### config.mk
export PLATFORM = sky130hd
export DESIGN_NAME = matrix_3x3_engine
export DESIGN_NICKNAME = d
export VERILOG_FILES = /design/src/rtl/matrix_3x3_engine.sv
export SDC_FILE = /design/constraint.sdc
export NUM_CORES = 2
export LEC_CHECK = 0
export BUFFER_PORTS_ARGS = -buffer_cell sky130_fd_sc_hd__buf_2
export CAP_MARGIN = 15
export CORE_MARGIN = 2
export CORE_UTILIZATION = 45
export DETAILED_ROUTE_END_ITERATION = 6
export PLACE_DENSITY = 0.63
export SLEW_MARGIN = 25
export SYNTH_ARGS = -nofsm -noshare
export SYNTH_HDL_FRONTEND = slang
export SYNTH_SLANG_ARGS = --single-unit
### constraint.sdc
create_clock -name clk -period 13.35 [get_ports clk]
set_clock_uncertainty 0.1 [all_clocks]
set_input_delay 0 -clock clk [delete_from_list [all_inputs] [get_ports clk]]
set_output_delay 0 -clock clk [all_outputs]
set_load 0.03 [all_outputs]
### src/rtl/matrix_3x3_engine.sv
// 3x3 matrix multiply engine: loads A and B (18 words), computes C = A x B with one MAC,
// then streams C (9 words) out row-major over the ready/done handshake.
module matrix_3x3_engine #(
  parameter int DATA_W = 32,
  parameter bit SIGNED = 1'b1
) (
  input  logic              clk,
  input  logic              clr,
  input  logic              start,
  input  logic [DATA_W-1:0] ram_output,
  output logic [DATA_W-1:0] ram_input,
  output logic              ready,
  output logic              busy,
  output logic              done,
  output logic              we
);

  typedef enum logic [1:0] {
    S_IDLE  = 2'd0,
    S_LOAD  = 2'd1,
    S_COMP  = 2'd2,
    S_STORE = 2'd3
  } state_t;

  state_t r_state;
  state_t w_next;

  logic [4:0]        r_ld_cnt;
  logic [3:0]        r_st_cnt;
  logic [1:0]        r_i;
  logic [1:0]        r_j;
  logic [1:0]        r_k;
  logic [DATA_W-1:0] r_acc;
  logic [DATA_W-1:0] r_ops [0:17];
  logic [DATA_W-1:0] r_c   [0:8];

  logic [4:0]          w_a_idx;
  logic [4:0]          w_b_idx;
  logic [3:0]          w_c_idx;
  logic [2*DATA_W-1:0] w_a_ext;
  logic [2*DATA_W-1:0] w_b_ext;
  logic [DATA_W-1:0]   w_prod_lo;
  logic [DATA_W-1:0]   w_acc_next;

  // Next-state decode
  always_comb begin
    w_next = r_state;
    case (r_state)
      S_IDLE:  if (start) w_next = S_LOAD; else w_next = S_IDLE;
      S_LOAD:  if (r_ld_cnt == 5'd17) w_next = S_COMP; else w_next = S_LOAD;
      S_COMP:  if ((r_i == 2'd2) && (r_j == 2'd2) && (r_k == 2'd2)) w_next = S_STORE;
               else w_next = S_COMP;
      S_STORE: if (r_st_cnt == 4'd8) w_next = S_IDLE; else w_next = S_STORE;
      default: w_next = S_IDLE;
    endcase
  end

  // State register
  always_ff @(posedge clk) begin
    if (!clr) r_state <= S_IDLE;
    else      r_state <= w_next;
  end

  // MAC operand selection: A[i][k] * B[k][j], full-width product truncated
  always_comb begin
    w_a_idx = {3'b000, r_i} * 5'd3 + {3'b000, r_k};
    w_b_idx = 5'd9 + {3'b000, r_k} * 5'd3 + {3'b000, r_j};
    w_c_idx = {2'b00, r_i} * 4'd3 + {2'b00, r_j};
    if (SIGNED) begin
      w_a_ext = {{DATA_W{r_ops[w_a_idx][DATA_W-1]}}, r_ops[w_a_idx]};
      w_b_ext = {{DATA_W{r_ops[w_b_idx][DATA_W-1]}}, r_ops[w_b_idx]};
    end else begin
      w_a_ext = {{DATA_W{1'b0}}, r_ops[w_a_idx]};
      w_b_ext = {{DATA_W{1'b0}}, r_ops[w_b_idx]};
    end
    w_prod_lo = DATA_W'(w_a_ext * w_b_ext);
    if (r_k == 2'd0) w_acc_next = w_prod_lo;
    else             w_acc_next = r_acc + w_prod_lo;
  end

  // Operand capture, MAC accumulation, result buffer and counters
  always_ff @(posedge clk) begin
    if (!clr) begin
      r_ld_cnt <= 5'd0;
      r_st_cnt <= 4'd0;
      r_i      <= 2'd0;
      r_j      <= 2'd0;
      r_k      <= 2'd0;
      r_acc    <= {DATA_W{1'b0}};
      for (int n = 0; n < 18; n++) r_ops[n] <= {DATA_W{1'b0}};
      for (int n = 0; n < 9; n++)  r_c[n]   <= {DATA_W{1'b0}};
    end else begin
      case (r_state)
        S_IDLE: begin
          r_ld_cnt <= 5'd0;
          r_st_cnt <= 4'd0;
          r_i      <= 2'd0;
          r_j      <= 2'd0;
          r_k      <= 2'd0;
        end
        S_LOAD: begin
          r_ops[r_ld_cnt] <= ram_output;
          r_ld_cnt        <= r_ld_cnt + 5'd1;
        end
        S_COMP: begin
          r_acc <= w_acc_next;
          if (r_k == 2'd2) begin
            r_c[w_c_idx] <= w_acc_next;
            r_k          <= 2'd0;
            if (r_j == 2'd2) begin
              r_j <= 2'd0;
              if (r_i == 2'd2) r_i <= 2'd0;
              else             r_i <= r_i + 2'd1;
            end else begin
              r_j <= r_j + 2'd1;
            end
          end else begin
            r_k <= r_k + 2'd1;
          end
        end
        S_STORE: r_st_cnt <= r_st_cnt + 4'd1;
        default: r_ld_cnt <= 5'd0;
      endcase
    end
  end

  // Handshake outputs decoded from the state register only
  always_comb begin
    ready = (r_state == S_LOAD);
    busy  = (r_state != S_IDLE);
    done  = (r_state == S_STORE);
    we    = (r_state == S_STORE);
    if (r_state == S_STORE) ram_input = r_c[r_st_cnt];
    else                    ram_input = {DATA_W{1'b0}};
  end

endmodule

==> Word level (Yosys, flattened, before mapping) <==
Memory sizes are Yosys's and may differ from the RTL's. A register that Yosys moved wholly into a read port is not among the register bits.
Index checks and enable logic that the tools add are counted.
{ "op_classes": {"n_reduce_logical": 12, "addsub": 10, "mux": 34, "eq_ne": 10, "mul": 4} }
{ "ops": {"columns": ["operator", "n"], "rows": [
  ["two-way mux 32 bit", 4],
  ["OR reduction 32 bit", 2],
  ["adder 32 bit", 1],
  ["multiplier 32 x 32 -> 32 bit", 1],
  ["two-way mux 2 bit", 8],
  ["multiplier 2 x 2 -> 4 bit (second input constant)", 3],
  ["two-way mux 1 bit", 12],
  ["two-way mux 4 bit", 3],
  ["one-hot mux 2 bit (2 select lines)", 3],
  ["== test 2 bit (second input constant)", 5],
  ["one-hot mux 5 bit (2 select lines)", 1],
  ["one-hot mux 2 bit (4 select lines)", 1],
  ["one-hot mux 4 bit (2 select lines)", 1],
  ["nonzero test 2 bit", 4],
  ["adder 2 x 1 -> 2 bit (second input constant)", 3],
  ["adder 4 x 2 -> 5 bit", 1],
  ["adder 4 x 4 -> 5 bit (first input constant)", 1],
  ["adder 5 x 1 -> 5 bit (second input constant)", 1],
  ["adder 5 x 2 -> 5 bit", 1],
  ["== test 5 bit (second input constant)", 1],
  ["two-way mux 5 bit", 1],
  ["adder 4 x 1 -> 4 bit (second input constant)", 1],
  ["adder 4 x 2 -> 4 bit", 1],
  ["== test 4 bit (second input constant)", 1],
  ["6 further kinds", 9]
]} }
{ "word_totals": {"mem_bits_rw": 864, "register_bits": 49, "wordCells": 79, "out_inout_bits": 36, "mem_count": 2, "inputBits": 35} }
{ "memory_table": {"columns": ["memory", "depth", "word_bits", "rd", "rd_clocked_by_memory_dff", "write_ports", "line", "rtl"], "rows": [
  ["r_ops", 18, 32, 2, 0, 18, "34", "logic [DATA_W-1:0] r_ops [0:17];"],
  ["r_c", 9, 32, 1, 1, 9, "35", "logic [DATA_W-1:0] r_c [0:8];"]
]} }

==> Longest topological paths before layout <==
An unclocked memory read counts as a cell.
{ "depth": {"ltp_word": 8, "ltp_mapped": 57, "depth_no_buf": 50} }

==> Worst setup path after synthesis <==
No wires, ideal clock.
{ "synth_path": {"path_kind": "reg2reg", "from": "register r_j[1]", "to": "memory r_c[10][30] (data pin)", "path_stages_with_launch": 45, "n_path_buf": 7, "required_ns": 12.966, "t_arrival_ns": 11.544, "synth_period_minus_slack_ns": 11.928, "path_slack_ns": 1.422, "setup_time_ns": 0.284, "path_cell_list": "dfxtp_1 > fa_1 > inv_1 > fa_1 > inv_1 > fa_1 > buf_2 > buf_6 > buf_6 > buf_2 > mux4_2 > mux4_2 > mux2i_2 > clkbuf_1 > nor2_1 > fa_1 > fa_1 > fa_1 > [... 9 more ...] > ha_1 > a21o_1 > a21oi_1 > o21ai_0 > a31oi_1 > or4b_2 > o21ai_0 > nor2_1 > xnor2_1 > ha_1 > clkbuf_1 > a21o_1 > a21o_1 > a221oi_1 > xnor2_1 > mux2i_1 > clkbuf_1 > inv_1"} }
{ "synth_rtl": {"columns": ["item", "line", "rtl"], "rows": [
  ["start, declared", "31", "logic [1:0] r_j;"],
  ["start signal, assigned", "115", "r_j <= r_j + 2'd1;"],
  ["end, declared", "35", null]
]} }

==> Worst setup path in the final report <==
{ "layout_path": {"from": "register r_k[0]", "to": "register r_acc[31]"} }
{ "layout_between": {"elab_chain_len": 7, "word_cells_on_any_way": 9, "cone_classes": "add/sub (4); mul (2); mux (1); reduce/logical (1); memory (1)"} }
{ "layout_lines": {"columns": ["item", "line", "rtl"], "rows": [
  ["start, declared", "32", "logic [1:0] r_k;"],
  ["start signal, assigned", "118", "r_k <= r_k + 2'd1;"],
  ["multiplier 2 x 2 -> 4 bit", "67", "w_b_idx = 5'd9 + {3'b000, r_k} * 5'd3 + {3'b000, r_j};"],
  ["adder 4 x 4 -> 5 bit", "67", null],
  ["adder 5 x 2 -> 5 bit", "67", null],
  ["memory read (18 x 32 bit)", null, null],
  ["multiplier 32 x 32 -> 32 bit", "76", "w_prod_lo = DATA_W'(w_a_ext * w_b_ext);"],
  ["adder 32 bit", "78", "else w_acc_next = r_acc + w_prod_lo;"],
  ["two-way mux 32 bit *", "77", "if (r_k == 2'd0) w_acc_next = w_prod_lo;"],
  ["end signal, assigned", "89", "r_acc <= {DATA_W{1'b0}};"],
  ["end signal, assigned", "106", "r_acc <= w_acc_next;"],
  ["end, declared", "33", "logic [DATA_W-1:0] r_acc;"]
]} }
Every way passes the cells marked *; elsewhere a longest branch is shown, timed or not.
A chain may end at the register's enable or synchronous reset.

==> reports/metrics.csv <==
stage;metric;value;unit
floorplan;Starting Density;45.2;%
layout;FF/Latch Area;0.0472;mm2
clock_network;clk sinks;1589;
floorplan;# IOs;71;
floorplan;Die X-Extent;446;um
setup_path;FF-to-FF path depth;47;
clock_network;clk_lat worst skew;0.85;ns
setup_path;CP max FO;14;
logic_synthesis;Synth cell types;75;
clock_network;clk buf depth;3;
logic_synthesis;Post-Syn Instances;6038;
global_route;largest net degree at the start of global routing;75;
hold_path;Worst Hold Path Cells;3;
logic_synthesis;top cells by instance count after synthesis;edfxtp_1, nor2_1, mux4_2, inv_1, fa_1;
timing;Post-Route Setup TNS;0;ns
logic_synthesis;Post-synth EDFFs;1536;
layout;Final #Nets;6802;
detailed_routing;Residual DRC;0;
global_route;first-pass GRT wire length;390;mm
logic_synthesis;Synth area leader;edfxtp_1;
hold_path;worst min path class;input pin to flop;
detailed_routing;1st-iter DRT viols;6506;
setup_path;FF-to-FF End;r_acc[31];
floorplan;full die area;0.199;mm2
logic_synthesis;most frequent cell after synthesis;edfxtp_1;
floorplan;DIE HEIGHT;446;um
detailed_routing;Vias/cell;6.10;
clock_network;Clock transition at path regs;0.06;ns
detailed_routing;Initial DRT Pass Iterations;5;
placed_design;dpl ws;0.257;ns
pwr;Cell Pwr Density;179;mW/mm2
setup_path;Crit. Startpoint;r_k[0];
clock_network;Inserted Clock Buffers;165;
setup_path;data required time of the worst path;13.97;ns
timing;post-route setup slack;0.594;ns
layout;final core utilization;50.4;%
timing;Final Max Tran Viols;0;
setup_path;Worst Setup End Kind;flop;
placed_design;Routability Congestion;0.875;
logic_synthesis;Synth area leaders;edfxtp_1, mux4_2, fa_1, nor2_1, ha_1;
logic_synthesis;Main synth FF type;edfxtp_1;
detailed_routing;via count;53800;
outcome;outcome;completed;
detailed_routing;Detail Route Antenna Nets;0;
floorplan;Rows;162;
logic_synthesis;Synthesis Warnings;0;
timing;Final min period;12.76;ns
placed_design;port bufs;70;
logic_synthesis;Seq/Total Area, Yosys;53.6;%
layout;multi-input logic area;0.0374;mm2
detailed_routing;routed wire length;269;mm
global_route;vias in the first global route;55100;
clock_network;htree depth;4;
pwr;VDD IR-drop max;446;uV
setup_path;Critical Path End;r_acc[31];
clock_network;TritonCTS clock tree;done;
layout;P&R area growth vs syn;11.5;%
timing;post-route clock period utilization;95.6;%
logic_synthesis;mapped cell area;0.0880;mm2
timing;WHS;0.0360;ns
logic_synthesis;Mapped Nets;6694;
timing;Final Hold Viols;0;
setup_path;Critical Path Start Type;flop;
logic_synthesis;syn_area_per_cell;14.6;um2
setup_path;FF-to-FF Start;r_k[0];
layout;share of cells above drive strength 1;21.7;%
timing;RSZ-0062 raised after global routing;no;
setup_path;CP max stage cell;fa_4;
pwr;Leak;36.4;nW
setup_path;reg2reg setup slack;0.59;ns
placed_design;dpl hpwl;160;mm
global_route;initial antenna violation count;7;
detailed_routing;post-DR wirelength/cell;30.5;um
timing;Worst Tran Pin Value;1.11;ns
setup_path;most used cell, CP;fa_1;
timing;Rel. slew slack;26.0;%
global_route;gr usage total;27.3;%
logic_synthesis;Synth async-reset ratio;0;%
run;MaxCap Viol Count;0;
logic_synthesis;Synth Register Bits;1589;
floorplan;core area;0.195;mm2
setup_path;crit-path max cell delay;0.78;ns
logic_synthesis;Synth top area share;52.4;%
setup_path;arrival time at the worst endpoint;13.38;ns
clock_network;clock root cell;clkbuf_16;
timing;Achievable Freq;0.0784;GHz
layout;fillers;16300;
setup_path;crit path kind;flop to flop;
global_route;GR Overflow Total;0;
timing;setup violators final;0;
## cell usage in the layout, fill, tap and decap left out, types with 31 or more instances in the layout
| cell | netlist | final |
|---|---|---|
| buf_4 | 18 | 208 |
| dfxtp_1 | 53 | 49 |
| and2_1 | 185 | 184 |
| clkbuf_16 | 0 | 168 |
| nor2_1 | 993 | 972 |
| o21ai_0 | 60 | 48 |
| buf_2 | 47 | 69 |
| mux2i_1 | 48 | 38 |
| edfxtp_1 | 1536 | 1536 |
| o211a_1 | 34 | 34 |
| clkbuf_1 | 256 | 36 |
| fa_1 | 416 | 413 |
| xnor2_1 | 86 | 86 |
| mux2_2 | 54 | 54 |
| nor2b_1 | 71 | 68 |
| a21oi_1 | 86 | 83 |
| nand2_1 | 194 | 159 |
| a21o_1 | 32 | 32 |
| ha_1 | 205 | 199 |
| nand2b_1 | 137 | 133 |
| or2_2 | 68 | 68 |
| mux4_2 | 570 | 570 |
| inv_1 | 547 | 547 |
| clkinv_1 | 0 | 31 |
| dlygate4sd3_1 | 0 | 55 |
## power breakdown
part	switching [mW]	total [mW]	internal (mW)	leakage [nW]
Sequential	0.0415	6.31	6.27	15.5
Combinational	4.37	6.63	2.26	18.3
Clock	2.01	4.61	2.60	2.61
## worst max-delay path: cells and delay by family (launching register included)
kind / cells / cell delay [ns]
AOI/OAI and AO/OA: 12 / 2.09
xor gates and xnor gates: 3 / 0.64
adders and majority gates: 13 / 6.12
buffers and inverters: 9 / 1.30
DFF: 1 / 0.50
muxes: 4 / 1.33
and+or+nand+nor: 6 / 0.53
## per-layer routing
| metal | global-route usage [%] | vias up | part of all wire, % |
|---|---|---|---|
| met2 | 43.4 | 3229 | 47 |
| met5 | 0 | - | 0.010 |
| met4 | 11.4 | 4 | 4.7 |
| li1 | - | 21800 | - |
| met1 | 36.9 | 28200 | 38 |
| met3 | 5.55 | 563 | 10 |
## worst min-delay path by stage
stage               slack, ns            from            end
floorplan                0.09           start     r_state[0]
global placement         0.24  ram_output[21]  r_ops[15][21]
detailed placement       0.24  ram_output[21]   r_ops[3][21]
CTS                     0.003  ram_output[19]   r_ops[3][19]
global route             0.05   ram_output[0]   r_ops[11][0]
finish                   0.04   ram_output[7]   r_ops[11][7]
## cells by family after synthesis
family	after synthesis	synth area share (%)
AOI/OAI and AO/OA	309	2.28
adders and majority gates	621	12.4
muxes	711	16.9
xor gates and xnor gates	112	1.19
and+or+nand+nor	1734	8.98
DFF	1589	53.6
buffers and inverters	962	4.70
## repair_timing
item / CTS / global route
hold buffers: 55 / 0
resized for setup: 0 / 1
hold endpoints to repair: 595 / 0
setup buffers: 0 / 12
endpoints found under the setup margin: 0 / 92
## sequential cells by signal (all words and copies together), names as in the netlist, named ones only
signal	count
r_i	2
r_acc	32
r_ops	1024
r_j	2
r_st_cnt	4
r_state	2
r_ld_cnt	5
r_c	512
r_k	2
## layout make-up
| cell class | count | share of cell area (%) |
|---|---|---|
| Sequential cell | 1589 | 48.1 |
| Multi-Input combinational cell | 3487 | 38.1 |
| Clock buffer | 209 | 4.49 |
| Tap cell | 2542 | 3.24 |
| Timing Repair Buffer | 355 | 2.99 |
| Inverter | 548 | 2.10 |
| Clock inverter | 91 | 0.978 |
| Antenna cell | 2 | 0.00510 |
## per-stage QoR
step / instances / total power [mW] / cell area [um2]
global route: 8823 / 18.4 / 98100
global placement: 8453 / 12.7 / 91900
CTS: 8808 / 17.5 / 97900
floorplan: 6038 / 10.8 / 88000
finish: 8823 / 17.5 / 98100
detailed placement: 8453 / 12.9 / 91900
Power figures use the tool's default switching activity.
